**src/rtl/vend_sched.sv**
```systemverilog
// Round-robin cola dispense scheduler: per-slot coin credit, fair arbitration of
// the shared dispenser, a fixed-length dispense per grant, and refunds of over-payment.
module vend_sched #(
  parameter int CH_NUM   = 4,
  parameter int CH_W     = 2,
  parameter int PRICE    = 3,
  parameter int DISP_CYC = 4
) (
  input  logic                sys_clk,
  input  logic                sys_rst_n,
  input  logic [CH_NUM-1:0]   pi_money,
  output logic                po_cola,
  output logic [CH_W-1:0]     po_chan,
  output logic                po_busy,
  output logic [CH_NUM-1:0]   po_refund,
  output logic [CH_NUM-1:0]   po_ready,
  output logic                o_dbg_state,
  output logic [CH_NUM*3-1:0] o_dbg_credit
);

  localparam int CRED_W = 3;
  localparam int CNT_W  = 4;

  typedef enum logic {
    S_IDLE = 1'b0,
    S_DISP = 1'b1
  } state_t;

  // Handshake: pi_money is a one-cycle strobe per coin with no backpressure; a
  // coin that cannot be credited is returned on po_refund one cycle later.
  // po_ready is level status (slot fully paid), consumed by the internal arbiter.

  state_t                  r_state;
  state_t                  w_state_nxt;
  logic [CNT_W-1:0]        r_cnt;
  logic [CRED_W-1:0]       r_credit [CH_NUM];
  logic [CH_W-1:0]         r_last;
  logic [CH_W-1:0]         r_chan;
  logic [CH_W-1:0]         w_winner;
  logic                    w_found;
  logic                    w_grant;
  logic                    r_cola;
  logic [CH_NUM-1:0]       r_refund;
  logic [CH_NUM-1:0]       w_ready;

  always_comb begin
    w_ready = '0;
    for (int i = 0; i < CH_NUM; i++) begin
      w_ready[i] = (r_credit[i] == CRED_W'(PRICE));
    end
  end

  // Search begins one past the last winner so every waiting slot is reached.
  always_comb begin
    w_found  = 1'b0;
    w_winner = '0;
    for (int i = 1; i <= CH_NUM; i++) begin
      if (!w_found && w_ready[CH_W'((int'(r_last) + i) % CH_NUM)]) begin
        w_found  = 1'b1;
        w_winner = CH_W'((int'(r_last) + i) % CH_NUM);
      end
    end
  end

  always_comb begin
    w_state_nxt = r_state;
    w_grant     = 1'b0;
    case (r_state)
      S_IDLE: begin
        if (w_found) begin
          w_grant     = 1'b1;
          w_state_nxt = S_DISP;
        end
      end
      S_DISP: begin
        if (r_cnt == '0) begin
          w_state_nxt = S_IDLE;
        end
      end
    endcase
  end

  always_ff @(posedge sys_clk or negedge sys_rst_n) begin
    if (!sys_rst_n) begin
      r_state <= S_IDLE;
      r_cnt   <= '0;
      r_cola  <= 1'b0;
      r_chan  <= '0;
      r_last  <= CH_W'(CH_NUM - 1);
    end else begin
      r_state <= w_state_nxt;
      r_cola  <= w_grant;
      if (w_grant) begin
        r_cnt  <= CNT_W'(DISP_CYC - 1);
        r_chan <= w_winner;
        r_last <= w_winner;
      end else if (r_state == S_DISP && r_cnt != '0) begin
        r_cnt <= r_cnt - 1'b1;
      end
    end
  end

  // A coin landing on the grant edge starts the next cola rather than being refunded.
  always_ff @(posedge sys_clk or negedge sys_rst_n) begin
    if (!sys_rst_n) begin
      for (int i = 0; i < CH_NUM; i++) begin
        r_credit[i] <= '0;
      end
      r_refund <= '0;
    end else begin
      for (int i = 0; i < CH_NUM; i++) begin
        r_refund[i] <= 1'b0;
        if (w_grant && w_winner == CH_W'(i)) begin
          r_credit[i] <= pi_money[i] ? CRED_W'(1) : '0;
        end else if (pi_money[i]) begin
          if (r_credit[i] < CRED_W'(PRICE)) begin
            r_credit[i] <= r_credit[i] + 1'b1;
          end else begin
            r_refund[i] <= 1'b1;
          end
        end
      end
    end
  end

  always_comb begin
    o_dbg_credit = '0;
    for (int i = 0; i < CH_NUM; i++) begin
      o_dbg_credit[i*CRED_W +: CRED_W] = r_credit[i];
    end
  end

  assign po_cola     = r_cola;
  assign po_chan     = r_chan;
  assign po_busy     = (r_state == S_DISP);
  assign po_refund   = r_refund;
  assign po_ready    = w_ready;
  assign o_dbg_state = r_state;

endmodule

```
**config.mk**
```make
export PLATFORM = sky130hd
export DESIGN_NAME = vend_sched
export DESIGN_NICKNAME = d
export VERILOG_FILES = /design/src/rtl/vend_sched.sv
export SDC_FILE = /design/constraint.sdc
export NUM_CORES = 1
export LEC_CHECK = 0
export BUFFER_PORTS_ARGS = -buffer_cell sky130_fd_sc_hd__buf_2
export CORE_MARGIN = 8
export CORE_UTILIZATION = 45
export CTS_CLUSTER_SIZE = 8
export DETAILED_ROUTE_END_ITERATION = 16
export GPL_ROUTABILITY_DRIVEN = 0
export GPL_TIMING_DRIVEN = 1
export PLACE_DENSITY = 0.78
export SYNTH_ARGS = -nofsm -noshare
export SYNTH_HDL_FRONTEND = slang
export SYNTH_SLANG_ARGS = --single-unit
```
**constraint.sdc**
```tcl
create_clock -name sys_clk -period 2.6 [get_ports sys_clk]
set_input_delay 0.26 -clock sys_clk [delete_from_list [all_inputs] [get_ports sys_clk]]
set_output_delay 0.26 -clock sys_clk [all_outputs]
set_load 0.01 [all_outputs]
```
## Word level (Yosys, flattened, before mapping)

Cells that the tools add are included.

- Add/sub/neg operators: 9
- Multipliers: 0
- Divide/modulo/power cells: 0
- Order comparisons: 8
- Equal/unequal tests: 7
- Shift-type cells: 0
- Multiplexer cells: 54
- Bitwise gates (word level): 1
- Reductions and logical operators: 27

Operators by type and width:

| cell | count |
|---|---|
| $mux W3 | 12 |
| $mux W1 | 31 |
| $reduce_bool A2 Y1 | 9 |
| $lt A2 B4 Y1 const B | 4 |
| $add A3 B1 Y3 const B | 4 |
| $eq A3 B2 Y1 const B | 4 |
| $lt A3 B2 Y1 const B | 4 |
| $bmux W1 S2 | 4 |
| $logic_and A1 B1 Y1 | 8 |
| $mux W2 | 4 |
| $mux W4 | 2 |
| $reduce_and A2 Y1 | 4 |
| $add A2 B1 Y2 const B | 2 |
| $add A2 B2 Y2 const B | 2 |
| $eq A2 B2 Y1 const B | 2 |
| $logic_not A4 Y1 | 1 |
| $reduce_bool A4 Y1 | 1 |
| $sub A4 B1 Y4 const B | 1 |
| $logic_not A1 Y1 | 3 |
| $eq A2 B1 Y1 const B | 1 |
| $logic_not A2 Y1 | 1 |
| $pmux W1 S2 | 1 |
| $not A1 Y1 | 1 |

- Bits in registers: 26
- Bits in latches: 0
- Bits in writable memories: 0
- ROM bits: 0
- Input bits: 6
- Output and inout bits: 25
- Word-level logic and storage cells: 116
- Memories kept: 0

## Depth between registers and ports, before layout

Gate-level depths: netlist (run 1).

- Depth after elaboration: 19
- Depth in mapped cells: 9
- Mapped depth without buffers: 8

## Worst setup path after synthesis (run 1)

Ideal clock, no wire load.

- Path kind: register to register
- Start point: reg r_credit, in the netlist o_dbg_credit[6]
- End point: reg r_credit, in the netlist o_dbg_credit[3]
- Library setup time: 79 ps
- Data arrival time: 2,231 ps
- Required time: 2,521 ps
- Setup slack: 290 ps
- Cell stages (with the launch flop): 9
- Buffers on the path: 1
- Clock period less this slack: 2,310 ps
- Cells stage by stage: dfrtp_1 -> ha_1 -> ha_1 -> buf_2 -> and4bb_2 -> a211oi_1 -> o221ai_1 -> and2b_4 -> mux2i_1

- Longest elaborated chain between the ends: 19
- Elaborated cells on any way between the ends: 35
- Classes of those cells: eq/ne (2); mux (23); reduce/logical (10)

Ends and longest elaborated chain:

| element | RTL line | source |
|---|---|---|
| start: declaration | 36 | `logic [CRED_W-1:0] r_credit [CH_NUM];` |
| start signal: indexed assignment | 114 | `r_credit[i] <= pi_money[i] ? CRED_W'(1) : '0;` |
| start signal: indexed assignment | 117 | `r_credit[i] <= r_credit[i] + 1'b1;` |
| $eq A3 B2 Y1 (*) | 49 | `w_ready[i] = (r_credit[i] == CRED_W'(PRICE));` |
| net po_ready[2] | 16 | `output logic [CH_NUM-1:0] po_ready,` |
| $bmux W1 S2 | 58 | `if (!w_found && w_ready[CH_W'((int'(r_last) + i) % CH_NUM)]) begin` |
| $mux W1 (implied by the code) (2 in a row) | 58 |  |
| $mux W1 | 58 |  |
| $logic_not A1 Y1 | 58 |  |
| $logic_and A1 B1 Y1 | 58 |  |
| $mux W1 | 58 |  |
| [3 not listed] | n/a |  |
| $logic_not A1 Y1 | 58 |  |
| $logic_and A1 B1 Y1 | 58 |  |
| $mux W1 | 58 |  |
| $mux W1 | 70 | `if (w_found) begin` |
| $mux W1 | 68 | `case (r_state)` |
| $logic_and A1 B1 Y1 (*) | 113 | `if (w_grant && w_winner == CH_W'(i)) begin` |
| $reduce_bool A2 Y1 (no line) | n/a |  |
| $reduce_and A2 Y1 (no line) | n/a |  |

The timed path passes the listed nets; every way through them passes the cells marked *. The select of a mux whose other input is x is not followed.
A chain may end at the register's enable or synchronous reset.

## Worst setup path in the final report (run 1)

- Start point: reg r_credit, in the netlist o_dbg_credit[0]
- End point: reg r_credit, in the netlist o_dbg_credit[3]

- Longest elaborated chain between the ends: 19
- Elaborated cells on any way between the ends: 35
- Classes of those cells: eq/ne (2); mux (23); reduce/logical (10)

Ends and longest elaborated chain:

| element | RTL line |
|---|---|
| $eq A3 B2 Y1 (*) | 49 |
| $bmux W1 S2 | 58 |
| $mux W1 (implied by the code) (2 in a row) | 58 |
| $mux W1 | 58 |
| $logic_not A1 Y1 | 58 |
| $logic_and A1 B1 Y1 | 58 |
| $mux W1 | 58 |
| $logic_not A1 Y1 | 58 |
| [2 not listed] | n/a |
| $logic_not A1 Y1 | 58 |
| $logic_and A1 B1 Y1 | 58 |
| $mux W1 | 58 |
| $mux W1 | 70 |
| $mux W1 | 68 |
| $logic_and A1 B1 Y1 (*) | 113 |
| $reduce_bool A2 Y1 (no line) | n/a |
| $reduce_and A2 Y1 (no line) | n/a |

Mark *: on every way between the ends. The rest lies on a longest branch, timed or not. The select of a mux whose other input is x is not followed.

==> impl_metrics.csv, run 1 <==
group,metric,value,unit
synth,synth_mux_area_share,5.94,%
synth,netlist_instances,159,
sta,finClkSkew,1.39,ps
power,pwr-share-comb,5.2,%
critical_path,crit_type,"flip-flop to flip-flop",
synth,synth_edf_count,0,
layout,layout_commonest_cell,"buf_2",
sta,fmax,395,MHz
die,fp-row-count,22,
clocking,path_clk_slew,140,ps
synth,synth_compound_area_share,19.0,%
grt,track_usage,11.2,%
min_path,min_path_type,"input pin to flip-flop",
layout,finalNonFillerCells,249,
critical_path,r2r_cells,7,
synth,synthSimpleGateAreaFrac,16.7,%
power,p_per_area,370,mW/mm2
critical_path,slowest_delay,510,ps
synth,synth_top_family_by_area,"compound AO/OA/AOI/OAI gates",
critical_path,crit_arrival,2790,ps
clocking,clock-root-buffer,"clkbuf_4",
critical_path,worst-path-buf-inv,0,
grt,grt_max_degree,27,
critical_path,path_cells,"ha_1 > ha_1 > mux4_2 > a21o_1 > o41ai_4 > and2b_4 > mux2i_1",
synth,syn_nets,179,
critical_path,crit_path_end_kind,"flip-flop",
die,core,0.00355,mm2
grt,grt_pass1_wl,5560,um
layout,areaGrowthSynthToFinish,22.0,%
detailed_routing,via_count,1307,
place,port_buffers,30,
clocking,cts.path.max_buffers,2,
grt,top_usage_layer,"met2",
power,sequentialPowerShare,56.6,%
grt,grt_pass1_vias,1225,
clocking,numCtsBuffers,3,
synth,synthArstFlopShare,100,%
die,pin_count,31,
critical_path,critPathTopFamily,"multiplexers",
sta,relSlewSlack,52.8,%
detailed_routing,drc_errors,0,
detailed_routing,wl_per_cell,14.1,um
detailed_routing,firstDrtPassIters,7,
grt,grtUsageMet3,2.71,%
clocking,htree_levels,1,
die,fp.dieW,76.0,um
detailed_routing,drt_iter0_drc,80,
synth,ys_types,44,
critical_path,critPathMostFrequentCell,"ha_1",
clocking,cts_sinks,26,
sta,finalSetupTns,0,ps
sta,fin_crit_sh,97.4,%
synth,synth.area.top_cells,"dfrtp_1 37%, ha_1 11%, inv_1 3.7%",
critical_path,worstSetupStartpointType,"flip-flop",
synth,yosys_warnings,0,
layout,final_core_util,55.7,%
synth,synth-seq-cells,26,
detailed_routing,viasPerCell,5.25,
power,switchingPower,150,uW
die,die_h,76.0,um
clocking,clk_latency,320,ps
die,initial_core_util,45.7,%
layout,nNetsFinal,222,
power,p_int,581,uW
layout,antenna_cells,0,
critical_path,crit_cells,7,
die,die_area,0.00578,mm2
sta,worstMarginPinSlew,702,ps
min_path,whs_path_depth,3,
sta,period_minus_slack,2530,ps
synth,synth-xor-area-share,1.62,%
flow_run,maxCapViolCount,0,
detailed_routing,ant_nets,0,
place,place_inst,234,
synth,synthFlopType,"dfrtp_1",
layout,drive_gt1_share,35.3,%
clocking,cts_tree,"done",
layout,fillCellCount,293,
power,clkPwrFrac,38.2,%
sta,final-hold-violation-count,0,
outcome,outcome,"finished, final reports clean",
synth,synth_area_leader_cell,"dfrtp_1",
critical_path,cp_max_fo,5,
sta,holdWs,193,ps
grt,grt_util_met1,13.7,%
grt,grt-ovfl-total,0,
synth,yosysSeqAreaShare,40.3,%
synth,syn_avg_cell_area,10.2,um2
layout,final_cell_mix,"30 x buf_2, 21 x dfrtp_1, 16 x inv_1",
power,vdd_drop_max,0.237,mV
synth,synth_top_area_share,37.0,%
grt,grt.met2_usage,18.1,%
detailed_routing,wl,3520,um
sta,maxSlewViolCount,0,
synth,synth_fa_ha_area_share,10.8,%
power,p_sw_share,20.5,%
sta,setup_viol,0,
place,hpwl,2530,um
grt,antenna_found_initial,0,
power,leakagePower,0.000997,uW
synth,netlist_area,0.00162,mm2
critical_path,slowest_stage,"mux4_2",
critical_path,worst_ep_required_time,2850,ps
through the flow:
step           power [uW]  cell area, um2  worst slack, ps
3_5_place_dp          455            1810              105
3_3_place_gp          455            1810              157
5_1_grt               760            1980            -35.9
2_1_floorplan         434            1620              290
6_report              731            1980             68.2
4_1_cts               732            1870             64.7
final timing paths:
| path | startpoint | to | slack [ps] |
|---|---|---|---|
| worst max-delay path | o_dbg_credit[0]$_DFFE_PN0P_ | o_dbg_credit[3]$_DFFE_PN0P_ | 70 |
| worst max register to register | o_dbg_credit[0]$_DFFE_PN0P_ | o_dbg_credit[3]$_DFFE_PN0P_ | 70 |
| max in group asynchronous | sys_rst_n | o_dbg_credit[9]$_DFFE_PN0P_ | 1720 |
| min in group asynchronous | sys_rst_n | po_refund[2]$_DFF_PN0_ | 450 |
| worst min-delay path | pi_money[3] | o_dbg_credit[9]$_DFFE_PN0P_ | 190 |
| worst min register to register | po_chan[0]$_DFFE_PN0P_ | po_chan[0]$_DFFE_PN0P_ | 500 |
logic make-up after synthesis:
kind of cell | after synthesis
compound gates | 40
fa+ha+maj | 14
flops | 26
simple gates | 48
buf+inv | 20
xor+xnor | 3
mux | 8
flip-flops by register name, summed over array words and instances (netlist names):
name and count:
po_refund 4, r_last 2, o_dbg_state 1, o_dbg_credit 12, po_cola 1, po_chan 2
r_cnt 4
worst reg2reg max path: cells and delay by family (launching register included):
kind            cells  cell delay (ps)
compound gates      2              670
fa+ha+maj           2              400
simple gates        1              250
mux                 2              700
flops               1              450
power by group through the flow:
stage	registers [uW]	logic, uW	clock network (uW)
4_1_cts	414	34.4	283
3_5_place_dp	422	33.1	0
3_3_place_gp	421	33.2	0
5_1_grt	415	43.4	301
2_1_floorplan	424	9.30	0
6_report	414	37.9	279
cell type report:
| cell class | count | area (um2) | share of cell area (%) |
|---|---|---|---|
| Timing Repair Buffer | 42 | 243 | 12.3 |
| Clock buffer | 3 | 22.5 | 1.14 |
| Sequential cell | 26 | 657 | 33.2 |
| Tap cell | 48 | 60.1 | 3.04 |
| Inverter | 16 | 60.1 | 3.04 |
| Clock inverter | 1 | 30.0 | 1.52 |
| Multi-Input combinational cell | 113 | 906 | 45.8 |
timing repair:
action	4_1_cts	5_1_grt
hold buffers	1	0
resized for setup	0	10
setup buffers	0	10
endpoints found under the hold margin	24	0
setup endpoints to repair	0	5
layer usage:
metal,vias to the layer above,share of wire [%]
met2,21,48
met3,6,4.2
li1,648,-
met1,632,47
met5,-,0
met4,0,1.6
Yosys cell counts, drive strengths merged, types with 3 or more instances:
master / instances
mux2i: 4
a211oi: 6
dfrtp: 24
o21ai: 9
mux2: 3
inv: 16
nor2: 11
a21o: 4
ha: 14
xnor2: 3
o31ai: 3
nand2: 14
buf: 4
a21oi: 10
nand3b: 7
Power figures use the tool's default switching activity.
==> inputs of run 2 (changes only) <==
--- a/config.mk
+++ b/config.mk
@@ -6,13 +6,11 @@
 export NUM_CORES = 1
 export LEC_CHECK = 0
 export BUFFER_PORTS_ARGS = -buffer_cell sky130_fd_sc_hd__buf_2
-export CORE_MARGIN = 8
 export CORE_UTILIZATION = 45
 export CTS_CLUSTER_SIZE = 8
 export DETAILED_ROUTE_END_ITERATION = 16
 export GPL_ROUTABILITY_DRIVEN = 0
-export GPL_TIMING_DRIVEN = 1
-export PLACE_DENSITY = 0.78
+export PLACE_DENSITY_LB_ADDON = 0.08
 export SYNTH_ARGS = -nofsm -noshare
 export SYNTH_HDL_FRONTEND = slang
 export SYNTH_SLANG_ARGS = --single-unit
==> impl_metrics.csv, run 2 (same netlist as run 1, synthesis figures left out) <==
group,metric,value,unit
detailed_routing,viasPerCell,5.27,
layout,antenna_cells,0,
sta,fin_crit_sh,96.9,%
sta,fmax,397,MHz
sta,finalSetupTns,0,ps
layout,areaGrowthSynthToFinish,17.7,%
critical_path,reg2reg_from,"o_dbg_credit[9]$_DFFE_PN0P_",
clocking,cts_sinks,26,
flow_run,maxCapViolCount,0,
grt,grt-ovfl-total,0,
critical_path,worstSetupEndpoint,"o_dbg_credit[9]$_DFFE_PN0P_",
detailed_routing,drt_iter0_drc,76,
layout,layout_commonest_cell,"buf_2",
layout,final_core_util,56.3,%
critical_path,r2r_end,"o_dbg_credit[9]$_DFFE_PN0P_",
critical_path,worstSetupStartpointType,"flip-flop",
min_path,min_path_type,"input pin to flip-flop",
critical_path,r2r_cells,8,
layout,final_cell_mix,"30 x buf_2, 22 x dfrtp_1, 16 x inv_1",
sta,setup_viol,0,
clocking,clock-root-buffer,"clkbuf_4",
detailed_routing,ant_nets,0,
critical_path,cp-startpoint,"o_dbg_credit[9]$_DFFE_PN0P_",
outcome,outcome,"finished, final reports clean",
clocking,htree_levels,1,
detailed_routing,via_count,1271,
die,fp.dieW,62.0,um
sta,finClkSkew,2.41,ps
grt,grt_max_degree,27,
clocking,cts.path.max_buffers,2,
layout,drive_gt1_share,30.8,%
critical_path,crit_type,"flip-flop to flip-flop",
sta,rsz0062_at_grt,"no",
power,total_power,725,uW
sta,holdWs,206,ps
die,die_area,0.00385,mm2
clocking,cts_tree,"done",
sta,relSlewSlack,48.6,%
place,hpwl,2360,um
sta,final-hold-violation-count,0,
layout,largest_reg_flops,12,
detailed_routing,firstDrtPassIters,4,
grt,track_usage,18.5,%
die,initial_core_util,47.8,%
detailed_routing,wl_per_cell,13.5,um
die,core,0.00339,mm2
sta,maxSlewViolCount,0,
clocking,clk_latency,310,ps
critical_path,crit_arrival,2740,ps
power,p_per_area,380,mW/mm2
detailed_routing,drc_errors,0,
die,die_h,62.0,um
sta,worstMarginPinSlew,764,ps
critical_path,cp_max_fo,6,
die,fp-row-count,21,
clocking,numCtsBuffers,3,
critical_path,r2r_slack,80,ps
clocking,path_clk_slew,140,ps
detailed_routing,wl,3250,um
critical_path,worst_ep_required_time,2820,ps
critical_path,crit_path_end_kind,"flip-flop",
grt,grt_pass1_vias,1163,
layout,nNetsFinal,216,
grt,grt_pass1_wl,5240,um
place,port_buffers,30,
die,pin_count,31,
sta,period_minus_slack,2520,ps
grt,antenna_found_initial,0,
power,leakagePower,0.000979,uW
power,vdd_drop_max,0.287,mV
run 2: cell count changes in the layout (fill, tap and decap cells not counted), sizes merged:
cell	previous run	this run
buf	41	35
run 2: layout make-up:
| cell class | instances | area, um2 |
|---|---|---|
| clock buffers | 3 | 22.5 |
| well taps | 46 | 57.6 |
| fillers | 311 | 1480 |
| clock inverters | 1 | 30.0 |
| inverters | 16 | 60.1 |
| flip-flops and latches | 26 | 656 |
| repair buffers | 36 | 198 |
| multi-input cells | 113 | 886 |
run 2: routing by layer:
| layer | vias to the layer above | share of wire, % | global-route usage (%) |
|---|---|---|---|
| li1 | 637 | - | - |
| met1 | 605 | 52 | 27.8 |
| met2 | 27 | 44 | 27.8 |
| met3 | 2 | 3.5 | 2.48 |
| met4 | 0 | 0.62 | 5.08 |
| met5 | - | 0 | 0 |
run 2: stage by stage:
step                      cells  setup WS (ps)  instance area, um2
after CTS                   237           19.4                1870
final                       241           79.7                1910
after global placement      232            141                1810
after floorplan             159            290                1620
after global routing        241           1.00                1910
after detailed placement    232           40.8                1810
run 2: how the worst min path moves through the flow:
stage           startpoint                     endpoint  slack [ps]  cells after the start
2_1_floorplan    sys_rst_n  o_dbg_credit[0]$_DFFE_PN0P_         -40                      0
3_3_place_gp     sys_rst_n  o_dbg_credit[8]$_DFFE_PN0P_         300                      1
3_5_place_dp     sys_rst_n  o_dbg_credit[8]$_DFFE_PN0P_         300                      1
4_1_cts        pi_money[3]  o_dbg_credit[9]$_DFFE_PN0P_         190                      3
5_1_grt        pi_money[0]  o_dbg_credit[0]$_DFFE_PN0P_         200                      3
6_report       pi_money[0]       po_refund[0]$_DFF_PN0_         210                      3
run 2: report_power, final:
group	switching (uW)	leakage, uW	internal (uW)
combinational	22.6	0.000639	14.1
sequential	3.70	0.000312	410
clock	119	0.0000279	156
run 2: worst max-delay path, cell delays in order (launching register included):
cell and delay (ps):
dfrtp_1 450, ha_1 250, ha_2 200, mux4_2 510, a21o_1 230, o41ai_4 370
buf_4 180, and2_4 160, o21ai_1 70
run 2: timing repair:
action / in CTS / in global routing
hold endpoints to repair: 24 / 0
buffers inserted: 0 / 4
endpoints found under the setup margin: 0 / 16
gates resized for setup: 0 / 4
hold buffers: 1 / 0
